==> config.mk <==
export PLATFORM = sky130hd
export DESIGN_NAME = pipe_stage_hs_flat
export DESIGN_NICKNAME = d
export VERILOG_FILES = /design/src/rtl/pipe_stage_hs_if.sv /design/src/rtl/pipe_stage_hs.sv /design/src/flat_wrapper.sv
export SDC_FILE = /design/constraint.sdc
export NUM_CORES = 1
export LEC_CHECK = 0
export ABC_AREA = 1
export BUFFER_PORTS_ARGS = -buffer_cell sky130_fd_sc_hd__buf_2
export CORE_MARGIN = 1.5
export CORE_UTILIZATION = 28
export DETAILED_ROUTE_END_ITERATION = 8
export PLACE_DENSITY = 0.55
export SLEW_MARGIN = 20
export SYNTH_ARGS = -nofsm -noshare
export SYNTH_HDL_FRONTEND = slang
export SYNTH_SLANG_ARGS = --single-unit
==> constraint.sdc <==
create_clock -name clk -period 7.85 [get_ports clk]
set_input_delay 0.785 -clock clk [delete_from_list [all_inputs] [get_ports clk]]
set_output_delay 0.785 -clock clk [all_outputs]
set_load 0.02 [all_outputs]
==> src/rtl/pipe_stage_hs_if.sv <==
// Handshake channel for one side of a pipeline stage: {ctrl,data} payload
// with valid/ready flow control. The master drives the payload, the slave
// drives ready.
interface pipe_stage_hs_if #(
    parameter int DATA_W = 64,
    parameter int CTRL_W = 8
);
    logic              valid;
    logic              ready;
    logic [CTRL_W-1:0] ctrl;
    logic [DATA_W-1:0] data;

    modport master (output valid, output ctrl, output data, input ready);
    modport slave  (input valid, input ctrl, input data, output ready);
endinterface

==> src/rtl/pipe_stage_hs.sv <==
// Pipeline stage register with valid/ready handshake, synchronous flush,
// optional 2-entry skid buffer and a saturating backpressure stall counter.
//
//   state   | meaning
//   --------+-----------------------------------------------------------
//   S_EMPTY | nothing held, out_valid=0, main ctrl cleared
//   S_ONE   | main entry valid and presented downstream
//   S_TWO   | main and skid entries valid, upstream blocked (SKID=1 only)
module pipe_stage_hs #(
    parameter int DATA_W = 64,
    parameter int CTRL_W = 8,
    parameter int SKID   = 1,
    parameter int CNT_W  = 16
) (
    input  logic             clk,
    input  logic             reset,
    input  logic             flush,
    pipe_stage_hs_if.slave   up,
    pipe_stage_hs_if.master  dn,
    output logic [1:0]       occupancy,
    output logic [CNT_W-1:0] stall_cnt
);

    typedef enum logic [1:0] {
        S_EMPTY = 2'd0,
        S_ONE   = 2'd1,
        S_TWO   = 2'd2
    } state_t;

    state_t            state;
    logic              out_valid_q;
    logic              in_ready_q;
    logic [CTRL_W-1:0] main_ctrl;
    logic [DATA_W-1:0] main_data;
    logic [CTRL_W-1:0] skid_ctrl;
    logic [DATA_W-1:0] skid_data;
    logic              in_fire;
    logic              out_fire;

    // Without the skid buffer the stage can refill in the same cycle it
    // drains, so ready has to look at the downstream ready directly.
    assign up.ready = (SKID != 0) ? in_ready_q : (!out_valid_q || dn.ready);

    assign dn.valid = out_valid_q;
    assign dn.ctrl  = main_ctrl;
    assign dn.data  = main_data;

    assign in_fire  = up.valid && up.ready;
    assign out_fire = out_valid_q && dn.ready;

    // Stage FSM: entry movement, registered handshake outputs and occupancy.
    always_ff @(posedge clk or posedge reset) begin
        if (reset) begin
            state       <= S_EMPTY;
            out_valid_q <= 1'b0;
            in_ready_q  <= 1'b1;
            main_ctrl   <= '0;
            main_data   <= '0;
            skid_ctrl   <= '0;
            skid_data   <= '0;
            occupancy   <= 2'd0;
        end else if (flush) begin
            // Data bits are left as they are; only ctrl must be scrubbed so
            // the bubble carries no side effects.
            state       <= S_EMPTY;
            out_valid_q <= 1'b0;
            in_ready_q  <= 1'b1;
            main_ctrl   <= '0;
            skid_ctrl   <= '0;
            occupancy   <= 2'd0;
        end else begin
            case (state)
                S_EMPTY: begin
                    if (in_fire) begin
                        main_ctrl   <= up.ctrl;
                        main_data   <= up.data;
                        out_valid_q <= 1'b1;
                        occupancy   <= 2'd1;
                        state       <= S_ONE;
                    end
                end
                S_ONE: begin
                    if (in_fire && out_fire) begin
                        main_ctrl <= up.ctrl;
                        main_data <= up.data;
                    end else if (in_fire && (SKID != 0)) begin
                        skid_ctrl  <= up.ctrl;
                        skid_data  <= up.data;
                        in_ready_q <= 1'b0;
                        occupancy  <= 2'd2;
                        state      <= S_TWO;
                    end else if (out_fire) begin
                        main_ctrl   <= '0;
                        out_valid_q <= 1'b0;
                        occupancy   <= 2'd0;
                        state       <= S_EMPTY;
                    end
                end
                S_TWO: begin
                    if (out_fire) begin
                        main_ctrl  <= skid_ctrl;
                        main_data  <= skid_data;
                        skid_ctrl  <= '0;
                        in_ready_q <= 1'b1;
                        occupancy  <= 2'd1;
                        state      <= S_ONE;
                    end
                end
                default: begin
                    state       <= S_EMPTY;
                    out_valid_q <= 1'b0;
                    in_ready_q  <= 1'b1;
                    main_ctrl   <= '0;
                    skid_ctrl   <= '0;
                    occupancy   <= 2'd0;
                end
            endcase
        end
    end

    // Backpressure counter: saturates rather than wraps, untouched by flush.
    always_ff @(posedge clk or posedge reset) begin
        if (reset) begin
            stall_cnt <= '0;
        end else if (out_valid_q && !dn.ready && (stall_cnt != '1)) begin
            stall_cnt <= stall_cnt + 1'b1;
        end
    end

endmodule

==> src/flat_wrapper.sv <==
// flat-port wrapper written by rule: the top's interface ports become plain ports
module pipe_stage_hs_flat 
#(
    parameter int DATA_W = 64,
    parameter int CTRL_W = 8,
    parameter int SKID   = 1,
    parameter int CNT_W  = 16
)
  (clk, reset, flush, occupancy, stall_cnt, up_valid, up_ctrl, up_data, up_ready, dn_valid, dn_ctrl, dn_data, dn_ready);
  pipe_stage_hs_if #(.DATA_W(DATA_W), .CTRL_W(CTRL_W)) up_i ();
  pipe_stage_hs_if #(.DATA_W(DATA_W), .CTRL_W(CTRL_W)) dn_i ();
  input  logic clk;
  input  logic reset;
  input  logic flush;
  output logic [1:0] occupancy;
  output logic [CNT_W-1:0] stall_cnt;
  input wire logic [$bits(up_i.valid)-1:0] up_valid;
  input wire logic [$bits(up_i.ctrl)-1:0] up_ctrl;
  input wire logic [$bits(up_i.data)-1:0] up_data;
  output wire logic [$bits(up_i.ready)-1:0] up_ready;
  output wire logic [$bits(dn_i.valid)-1:0] dn_valid;
  output wire logic [$bits(dn_i.ctrl)-1:0] dn_ctrl;
  output wire logic [$bits(dn_i.data)-1:0] dn_data;
  input wire logic [$bits(dn_i.ready)-1:0] dn_ready;
  assign up_i.valid = up_valid;
  assign up_i.ctrl = up_ctrl;
  assign up_i.data = up_data;
  assign up_ready = up_i.ready;
  assign dn_valid = dn_i.valid;
  assign dn_ctrl = dn_i.ctrl;
  assign dn_data = dn_i.data;
  assign dn_i.ready = dn_ready;
  pipe_stage_hs #(.DATA_W(DATA_W), .CTRL_W(CTRL_W), .SKID(SKID), .CNT_W(CNT_W)) u_core (.clk(clk), .reset(reset), .flush(flush), .up(up_i), .dn(dn_i), .occupancy(occupancy), .stall_cnt(stall_cnt));
endmodule
## Word-level counts from Yosys, hierarchy flattened

Index checks and enable logic that the tools add are counted.

- $add $sub $neg: 1
- Eq/ne operators: 17
- Muxes and demuxes: 32
- Bitwise gates (word level): 2
- Reductions and logical operators: 14

Operators with widths:

| operator | number |
|---|---|
| $mux W64 | 3 |
| $pmux W64 S3 | 1 |
| $mux W8 | 8 |
| $pmux W8 S3 | 2 |
| $add A16 B1 Y16 const B | 1 |
| $ne A16 B16 Y1 const B | 1 |
| $reduce_and A4 Y1 | 4 |
| $mux W2 | 6 |
| $ne A3 B2 Y1 const B | 4 |
| $reduce_and A5 Y1 | 2 |
| $mux W1 | 9 |
| $ne A4 B2 Y1 const B | 2 |
| $ne A2 B1 Y1 const B | 3 |
| $ne A3 B3 Y1 const B | 2 |
| $pmux W1 S3 | 2 |
| $pmux W2 S3 | 1 |
| $logic_and A1 B1 Y1 | 5 |
| $ne A2 B2 Y1 const B | 2 |
| $ne A4 B4 Y1 const B | 1 |
| $reduce_bool A3 Y1 | 1 |
| $eq A2 B1 Y1 const B | 1 |
| $eq A2 B2 Y1 const B | 1 |
| $logic_not A2 Y1 | 1 |
| $not A1 Y1 | 2 |
| $logic_not A1 Y1 | 1 |

- Bits in registers: 164
- Input port bits: 77
- Output and inout bits: 92
- Word-level logic and storage cells: 74

## Longest topological paths before layout

- Depth after elaboration: 6
- Depth in mapped cells: 10
- Gate-level depth less buffers: 8

## Worst setup path before layout

No wires, ideal clock.

- Kind: input port to flip-flop
- From: input dn_ready
- To: register u_core.main_data[43], in the netlist u_core.dn.data[43]
- Required time: 7.718 ns
- Stages: 6
- Setup slack: 6.055 ns
- Data arrival time: 1.663 ns
- Cell sequence: nand2_1 > o22ai_1 > nand2_1 > buf_2 > clkbuf_1 > o21ai_1

- Longest elaborated chain between the ends: 4
- Elaborated cells on any way between the ends: 5
- Classes of those cells: eq/ne (2); reduce/logical (3)

RTL lines:

| item | RTL line | text |
|---|---|---|
| from (decl) | flat_wrapper.sv:24 | `input wire logic [$bits(dn_i.ready)-1:0] dn_ready;` |
| $logic_and A1 B1 Y1 (*) | pipe_stage_hs.sv:49 | `assign out_fire = out_valid_q && dn.ready;` |
| $logic_and A1 B1 Y1 | pipe_stage_hs.sv:83 | `if (in_fire && out_fire) begin` |
| $ne A2 B1 Y1 (no line) | - |  |
| $reduce_and A5 Y1 (no line) (*) | - |  |
| to (signal assigned) | pipe_stage_hs.sv:76 | `main_data <= up.data;` |
| to (signal assigned) | pipe_stage_hs.sv:85 | `main_data <= up.data;` |
| to (signal assigned) | pipe_stage_hs.sv:102 | `main_data <= skid_data;` |
| to (decl) | pipe_stage_hs.sv:34 | `logic [DATA_W-1:0] main_data;` |

Every way passes the cells marked *; elsewhere a longest branch is shown, timed or not.
A chain may end at the register's enable or synchronous reset.

==> summary.txt <==
Run status
  – Status: finished clean

Critical path
  – Reg2Reg Depth: 7
  – CP most frequent cell: inv_2
  – CP Capture Type: flop
  – Max incr delay on CP: 750 ps
  – Cells along the critical path: inv_2 > nand2_2 > nor2_2 > nand2_1 > inv_2 > nand2_4 > o21ai_0
  – Crit-path slowest cell: nand2_4
  – Crit-path max FO: 90
  – Worst R2R End: u_core.skid_ctrl[2]
  – CP Launch Type: flop
  – WP data required: 8160 ps
  – Crit Path Class: reg2reg
  – R2R Setup Slk: 4840 ps
  – Worst EP arrival: 3310 ps
  – R2r startpoint: u_core.occupancy[1]

Detailed routing
  – Routed Antenna Nets: 0
  – Via count: 6,066
  – Pre-Repair DR Iteration Count: 5
  – DRC: 0
  – Vias/cell: 4.51
  – DRT Wirelength: 18.8 mm
  – Average wire per standard cell: 14.0 um
  – Initial DRC count: 405

Flow run
  – Max-cap violations: 0

Timing
  – Unrepaired setup endpoints after global routing: false
  – Setup violators final: 0
  – Tightest Pin Transition: 1020 ps
  – Clk_skew: 8.46 ps
  – Max_slew headroom: 0.317
  – Final Max Slew Viols: 0
  – Fmax: 333 MHz
  – Fin. Hold Viols: 0
  – Final min period: 3010 ps
  – Fin crit share: 0.383
  – Setup TNS: 0 ps
  – Setup ws final: 4840 ps

Layout
  – Layout net count: 1,074
  – Area Growth Syn to Fin: 22.0%
  – Post-route cell area: 9030 sq um
  – Layout cells sized above 1: 0.219
  – Final Util: 0.348
  – Most frequent cells in the layout: nand2_1 (299), buf_2 (168), dfrtp_1 (163), o21ai_0 (95), nand3_1 (72)
  – Most common cell after layout, fill and taps aside: nand2_1

Clock tree
  – Clock Path Buffers: 2
  – CTS clock-pin slew for the worst setup and hold paths: 60 ps
  – CTS tree: done
  – CTS-repair resized insts: 0
  – Post-CTS Setup Inserts: 0
  – Worst-skew pair later-pin latency: 420 ps
  – Inserted Clock Buffers: 17
  – Num Clock Sinks: 164
  – Root Buffer: clkbuf_16
  – Hold Buf Count CTS: 0
  – H-tree depth: 4

Pwr
  – P_int: 2.00 mW
  – Net Sw Power: 1.37 mW
  – Flop pwr share: 0.421
  – Max rail drop VDD: 153 uV
  – Logic gate share of total power: 0.346
  – Switch share: 0.405
  – Static Leak: 4.99 nW
  – Pwr/cell area: 373 nW/um^2
  – Clock power frac: 0.233

Yosys
  – Yosys warns: 0
  – Synth Net Count: 927
  – Synth Instances: 849
  – Sequential element share of the synthesized area: 0.555
  – Syn Area/Cell: 8.72 sq um
  – Count of cell types in the netlist: 29
  – Synthesized area: 7400 sq um
  – Yosys reg bits: 164

Global routing
  – GRT overflow: 0
  – Initial antenna violation count: 1
  – Tot GR Track Use: 0.142
  – Largest net degree at the start of global routing: 93
  – First-pass GRT wire length: 30.5 mm
  – Vias in the first global route: 5,777

Place
  – Placed Area: 8490 sq um
  – Port bufs: 168
  – GPL Wtd Cong: 0.792
  – Place WS: 4470 ps
  – Post-DP HPWL: 11.9 mm

Min path
  – Worst hold-check path type: in2async

Die
  – Die extent in y: 166 um
  – DIE WIDTH: 166 um
  – Core area: 26,000 sq um
  – Top Ports: 169
  – Starting Density: 0.285
  – Die footprint: 27,400 sq um
  – Row cnt: 59
## cell usage after synthesis
master	count	area share
a22oi_2	1	0.0017
buf_1	2	0.0010
buf_2	20	0.014
buf_4	4	0.0041
buf_6	3	0.0046
clkbuf_1	15	0.0076
clkinv_1	1	0.00051
dfrtp_1	163	0.55
dfstp_2	1	0.0036
ha_1	1	0.0017
inv_1	42	0.021
inv_2	5	0.0025
mux2i_1	46	0.062
nand2_1	301	0.15
nand2_2	3	0.0025
nand3_1	72	0.049
nand3_2	1	0.0014
nand4_1	4	0.0034
nor2_1	21	0.011
nor2_2	1	0.00085
nor2_4	1	0.0015
nor3_1	1	0.00068
o211ai_1	8	0.0081
o21ai_0	95	0.064
o21ai_1	26	0.018
o21ai_2	1	0.0012
o22ai_1	2	0.0017
xnor2_1	1	0.0012
xor2_1	7	0.0083
## per-layer routing
layer	wire, um	part of all wire	GRT usage
met2	8630	0.46	0.225
met3	897	0.048	0.0300
met4	150	0.0080	0.0386
met1	9120	0.49	0.196
met5	0	0	0
## power by group through the flow
stage | Combinational (mW) | Sequential, mW | Clock [mW]
global route | 1.32 | 1.47 | 0.847
global placement | 1.17 | 1.43 | 0
finish | 1.17 | 1.42 | 0.786
detailed placement | 1.19 | 1.43 | 0
CTS | 1.19 | 1.42 | 0.818
floorplan | 0.587 | 1.63 | 0
## worst max path at each step
stage | end | start | slack, ps
global placement | u_core.skid_data[0] | dn_ready | 4490
global route | u_core.skid_ctrl[2] | u_core.occupancy[1] | 4400
detailed placement | u_core.skid_data[10] | dn_ready | 4470
CTS | u_core.skid_data[10] | u_core.occupancy[1] | 4770
finish | u_core.skid_ctrl[2] | u_core.occupancy[1] | 4840
floorplan | u_core.dn.ctrl[0] | reset | 2630
## sequential cells by signal, indices dropped and copies added (netlist names)
signal and flops:
u_core.dn.ctrl 8, u_core.dn.data 64, u_core.dn.valid 1, u_core.occupancy 2, u_core.skid_ctrl 8, u_core.skid_data 64, u_core.stall_cnt 16, u_core.up.ready 1
## worst max-delay path: cells and delay by family, from the launching register on
kind / cells / cell delay (ps)
and+or+nand+nor: 4 / 1070
AOI/OAI and AO/OA: 1 / 410
DFF: 1 / 490
buffers and inverters: 2 / 870
## final cells by class
| type | count | area [sq um] |
|---|---|---|
| antenna | 1 | 2.50 |
| clock buffer | 18 | 439 |
| clock inverter | 13 | 98.8 |
| fill | 2730 | 17000 |
| inverter | 48 | 185 |
| multi-input combinational | 593 | 2910 |
| sequential | 164 | 4110 |
| tap | 335 | 419 |
| timing repair buffer | 172 | 875 |
## metrics by stage
step | power (mW) | hold WS (ps) | std cells
floorplan | 2.22 | 441 | 849
global placement | 2.60 | 452 | 1312
detailed placement | 2.62 | 457 | 1312
CTS | 3.43 | 414 | 1343
global route | 3.64 | 434 | 1343
finish | 3.37 | 398 | 1344
## cells by family (layout without fill, tap and decap cells)
kind of cell / Yosys count / after routing / synth area share
other: 0 / 1 / 0
and+or+nand+nor: 405 / 405 / 0.222
adders and majority gates: 1 / 1 / 0.00169
xor gates and xnor gates: 8 / 8 / 0.00947
DFF: 164 / 164 / 0.555
AOI/OAI and AO/OA: 133 / 133 / 0.0945
buffers and inverters: 92 / 251 / 0.0551
muxes: 46 / 46 / 0.0622
Note: power is estimated with default switching activity, not from simulation.
